[config.mk]
export PLATFORM = sky130hd
export DESIGN_NAME = mod_counter_gen
export DESIGN_NICKNAME = d
export VERILOG_FILES = /design/src/rtl/counter_pkg.sv /design/src/rtl/mod_prescaler.sv /design/src/rtl/mod_counter_gen.sv
export SDC_FILE = /design/constraint.sdc
export NUM_CORES = 1
export LEC_CHECK = 0
export CAP_MARGIN = 10
export CELL_PAD_IN_SITES_DETAIL_PLACEMENT = 1
export CELL_PAD_IN_SITES_GLOBAL_PLACEMENT = 2
export CORE_MARGIN = 2
export CORE_UTILIZATION = 26
export CTS_CLUSTER_DIAMETER = 60
export CTS_CLUSTER_SIZE = 30
export DETAILED_ROUTE_END_ITERATION = 6
export PLACE_DENSITY = 0.89
export SLEW_MARGIN = 20
export SYNTH_ARGS = -nofsm -noshare
export SYNTH_HDL_FRONTEND = slang
export SYNTH_SLANG_ARGS = --single-unit
[constraint.sdc]
create_clock -name clk -period 2.3 [get_ports clk]
set_clock_uncertainty 0.2 [all_clocks]
set_input_delay 0.46 -clock clk [delete_from_list [all_inputs] [get_ports clk]]
set_output_delay 0.46 -clock clk [all_outputs]
set_load 0.05 [all_outputs]
[src/rtl/counter_pkg.sv]
// Shared constants for the programmable-modulus counter family.
package counter_pkg;

  localparam int DEF_WIDTH      = 6;
  localparam int DEF_PRESCALE_W = 4;

  // up_dn encoding
  localparam logic DIR_UP = 1'b1;
  localparam logic DIR_DN = 1'b0;

  // sat_mode encoding
  localparam logic MODE_WRAP = 1'b0;
  localparam logic MODE_SAT  = 1'b1;

endpackage

[src/rtl/mod_prescaler.sv]
// Clock-enable prescaler: one tick every prescale+1 enabled cycles.
module mod_prescaler
  import counter_pkg::*;
#(
  parameter int PRESCALE_W = DEF_PRESCALE_W
) (
  input  logic                  clk,
  input  logic                  rst_n,
  input  logic                  en,
  input  logic                  restart,
  input  logic [PRESCALE_W-1:0] prescale,
  output logic                  tick
);

  logic [PRESCALE_W-1:0] pre_cnt;

  // >= rather than == so a prescale shrunk mid-period below pre_cnt
  // still fires on the next enabled cycle instead of running to rollover.
  assign tick = en && (pre_cnt >= prescale);

  // Period counter; restart realigns the period with a clear or load.
  always_ff @(posedge clk or negedge rst_n) begin
    if (!rst_n)       pre_cnt <= '0;
    else if (restart) pre_cnt <= '0;
    else if (en)      pre_cnt <= tick ? '0 : pre_cnt + 1'b1;
  end

endmodule

[src/rtl/mod_counter_gen.sv]
// Programmable-modulus up/down counter with wrap/saturate boundary handling,
// prescaled stepping, terminal-count pulse and sticky wrap flag.
module mod_counter_gen
  import counter_pkg::*;
#(
  parameter int WIDTH      = DEF_WIDTH,
  parameter int PRESCALE_W = DEF_PRESCALE_W,
  parameter int RST_MAX    = 54
) (
  input  logic                  clk,
  input  logic                  rst_n,
  input  logic                  en,
  input  logic                  clr,
  input  logic                  load,
  input  logic [WIDTH-1:0]      load_val,
  input  logic [WIDTH-1:0]      max_val,
  input  logic                  up_dn,
  input  logic                  sat_mode,
  input  logic [PRESCALE_W-1:0] prescale,
  output logic [WIDTH-1:0]      count,
  output logic                  tc,
  output logic                  at_max,
  output logic                  at_zero,
  output logic                  wrapped
);

  // RST_MAX only documents the usual modulus; reject one that cannot fit.
  if (RST_MAX < 0 || RST_MAX > (2**WIDTH) - 1) begin : g_bad_rst_max
    $error("RST_MAX does not fit in WIDTH bits");
  end

  logic             tick;
  logic [WIDTH-1:0] nxt_count;
  logic             nxt_tc;
  logic             nxt_wrap;

  mod_prescaler #(.PRESCALE_W(PRESCALE_W)) u_pre (
    .clk      (clk),
    .rst_n    (rst_n),
    .en       (en),
    .restart  (clr | load),
    .prescale (prescale),
    .tick     (tick)
  );

  // Next count for a tick; the >= / > compares absorb a loaded value above max_val.
  always_comb begin
    nxt_count = count;
    nxt_tc    = 1'b0;
    nxt_wrap  = 1'b0;
    if (up_dn == DIR_UP) begin
      if (count < max_val) begin
        nxt_count = count + 1'b1;
      end else begin
        nxt_tc = 1'b1;
        if (sat_mode == MODE_SAT) begin
          nxt_count = max_val;
        end else begin
          nxt_count = '0;
          nxt_wrap  = 1'b1;
        end
      end
    end else begin
      if (count == '0) begin
        nxt_tc = 1'b1;
        if (sat_mode == MODE_WRAP) begin
          nxt_count = max_val;
          nxt_wrap  = 1'b1;
        end
      end else if (count > max_val) begin
        nxt_count = max_val;
      end else begin
        nxt_count = count - 1'b1;
      end
    end
  end

  // Count / tc / wrapped state with clr > load > step priority.
  always_ff @(posedge clk or negedge rst_n) begin
    if (!rst_n) begin
      count   <= '0;
      tc      <= 1'b0;
      wrapped <= 1'b0;
    end else if (clr) begin
      count   <= '0;
      tc      <= 1'b0;
      wrapped <= 1'b0;
    end else if (load) begin
      count   <= load_val;
      tc      <= 1'b0;
    end else if (tick) begin
      count   <= nxt_count;
      tc      <= nxt_tc;
      wrapped <= wrapped | nxt_wrap;
    end else begin
      tc      <= 1'b0;
    end
  end

  assign at_max  = (count == max_val);
  assign at_zero = (count == '0);

endmodule
==> out/metrics.csv <==
metric;value;unit
post-route setup slack;-0.128;ns
first-pass GRT wire length;7.89;mm
synthesized net count;204;
crit path max fanout;2;
# DRC;0;
# IOs;33;
Synthesis Warnings;0;
Pleak;0.00108;uW
starting density of the core;26.9;%
Vias;1474;
GP Congestion;0.841;
Hold WS;0.340;ns
DR iter-0 viols;55;
unrepaired setup endpoints after global routing;yes;
Synth cell types;40;
CP startpoint kind;primary input;
Skew-Pair Late Insertion Delay;0.25;ns
Gate power share;60.5;%
NetSw;462;uW
status;complete, but fails checks;
Slew HR;56.8;%
Clock Power Share;18.4;%
share of cells above drive strength 1;42.3;%
Synth Register Bits;12;
Max Root-Sink Buffers;2;
CP arrival;1.77;ns
synthesized area;1370;um^2
Global Route Usage Sum;16.7;%
final setup fails;7;
Critical Path Sink Type;output pin;
Worst-Margin Slew;0.646;ns
area taken by multi-input logic gates;1100;um^2
placed cell area;1980;um^2
Routed WL per cell;15.5;um
final net count;277;
Chip Height;76.5;um
DRT Wirelength;4.79;mm
average cell area after synthesis;8.18;um^2
# rows;26;
Synth Flop Type;dfrtp_1;
Power Dens Cells;500;nW/um^2
vias in the first global route;1672;
setup TNS;-0.450;ns
Worst EP required;1.64;ns
FMAX;0.412;GHz
VDD IR max;0.191;mV
Async S/R FF share, synth;100;%
Post-CTS Hold Buffers;0;
commonest non-fill, non-tap cell in the layout;buf_4;
register area;308;um^2
Vias/cell;4.77;
type of the worst min-delay path;reg2reg;
minimum clock period;2.43;ns
Die W;76.5;um
Layout Cells excl Fill;309;
Remaining Overflow, GRT;0;
max-slew violation count;0;
H-tree Lvls;1;
drt pass-1 iters;4;
Sw Ratio;39.8;%
sequential area share after synthesis;22.0;%
# diodes;0;
DP Wirelength;3.61;mm
CTS sink count;12;
internal power;701;uW
clock-pin slew reported for the worst setup and hold paths after clock tree synthesis;0.06;ns
port bufs;32;
initial antenna violation count;0;
CTS Root Cell;clkbuf_8;
post-route clock period utilization;106;%
final instance area;2330;um^2
dpl cells;295;
Flop pwr share;21.1;%
Synth Instances;167;
most frequent cells in the layout;buf_4 (41), nor2_1 (18), clkdlybuf4s50_1 (17);
area grow syn2layout;70.4;%
max cap viols;0;
total die area;5850;um^2
largest net degree at the start of global routing;16;
pre-CTS setup slack;-0.645;ns
Post-synth EDFFs;0;
final hold vios;0;
failing checks;negative setup slack;
fill count;609;
number of buffers created by CTS;3;
critical path type;in2out;
CTS tree;built;
antenna viol nets, final;0;
Placeable Area;5070;um^2
==> path summary, 6_finish.rpt <==
check	start	end	slack, ns	depth (start not counted)
max	max_val[2]	at_max	-0.13	8
min	wrapped	wrapped	0.34	2
max reg2reg	count[2]	count[5]	-0.09	8
min reg2reg	wrapped	wrapped	0.34	2
max in group asynchronous	rst_n	count[0]	1.03	1
min in group asynchronous	rst_n	count[2]	0.41	1
==> critical path: stages <==
cell and delay (ns):
dlygate4sd2_1 0.25, inv_2 0.07, ha_4 0.26, and4_4 0.23, buf_6 0.09, and3_4 0.19, buf_12 0.10, buf_12 0.12
==> cells by family after synthesis <==
logic type,count (synthesis),share of synthesized area [%]
adder cells (fa/ha/maj),14,12.8
AO/OA/AOI/OAI,40,19.1
XOR/XNOR,10,6.41
multiplexers,7,5.22
buffers and inverters,27,12.2
AND/OR/NAND/NOR,57,22.3
flip-flops,12,22.0
==> stage by stage <==
stage / total power [uW] / util [%]
after global placement: 803 / 38.9
after detailed placement: 818 / 38.9
after CTS: 1140 / 43.8
after floorplan: 591 / -
after global routing: 1230 / 45.9
final: 1160 / 45.9
==> layer usage <==
metal	share of wire (%)	vias to the layer above	global-route usage [%]
li1	-	722	-
met4	0.75	0	4.18
met3	3.3	4	3.44
met1	43	722	19.5
met2	53	26	30.9
met5	0	-	0
==> area by class of cell <==
cell class	instances	area share (%)
clock buffer	4	1.93
inverter	19	3.22
multi-input combinational	128	47.2
sequential	12	13.2
tap	70	3.76
timing repair buffer	76	30.7
==> cell usage after synthesis (all sizes together), types with 2 or more instances <==
cell type / n / area (um^2)
clkbuf: 4 / 45.0
nor3: 3 / 15.0
nand3: 3 / 15.0
inv: 19 / 71.3
nor2b: 3 / 26.3
xnor2: 4 / 35.0
o211ai: 3 / 22.5
nor2: 20 / 91.3
a31oi: 5 / 46.3
buf: 4 / 50.1
xor2: 6 / 52.6
o21ai: 13 / 65.1
mux2i: 6 / 60.1
nand2b: 2 / 12.5
dfrtp: 12 / 300
o2111ai: 3 / 26.3
and3: 4 / 25.0
a21oi: 12 / 63.8
nand2: 14 / 52.6
ha: 14 / 175
==> power groups by stage <==
| stage | clock [uW] | sequential [uW] | combinational, uW |
|---|---|---|---|
| floorplan | 0 | 304 | 287 |
| global placement | 0 | 246 | 558 |
| finish | 213 | 246 | 704 |
| detailed placement | 0 | 246 | 573 |
| CTS | 220 | 246 | 672 |
| global route | 225 | 248 | 759 |
==> flip-flops by register name, indices dropped and copies added (netlist names) <==
| register | flops |
|---|---|
| count | 6 |
| tc | 1 |
| u_pre.pre_cnt | 4 |
| wrapped | 1 |
==> repair_timing <==
| item | 4_1_cts | 5_1_grt |
|---|---|---|
| setup buffers | 11 | 1 |
| gates resized for setup | 33 | 23 |
| endpoints found under the setup margin | 10 | 13 |
| pin swaps | 22 | 12 |
No activity file was read; power rests on OpenSTA's default activity.
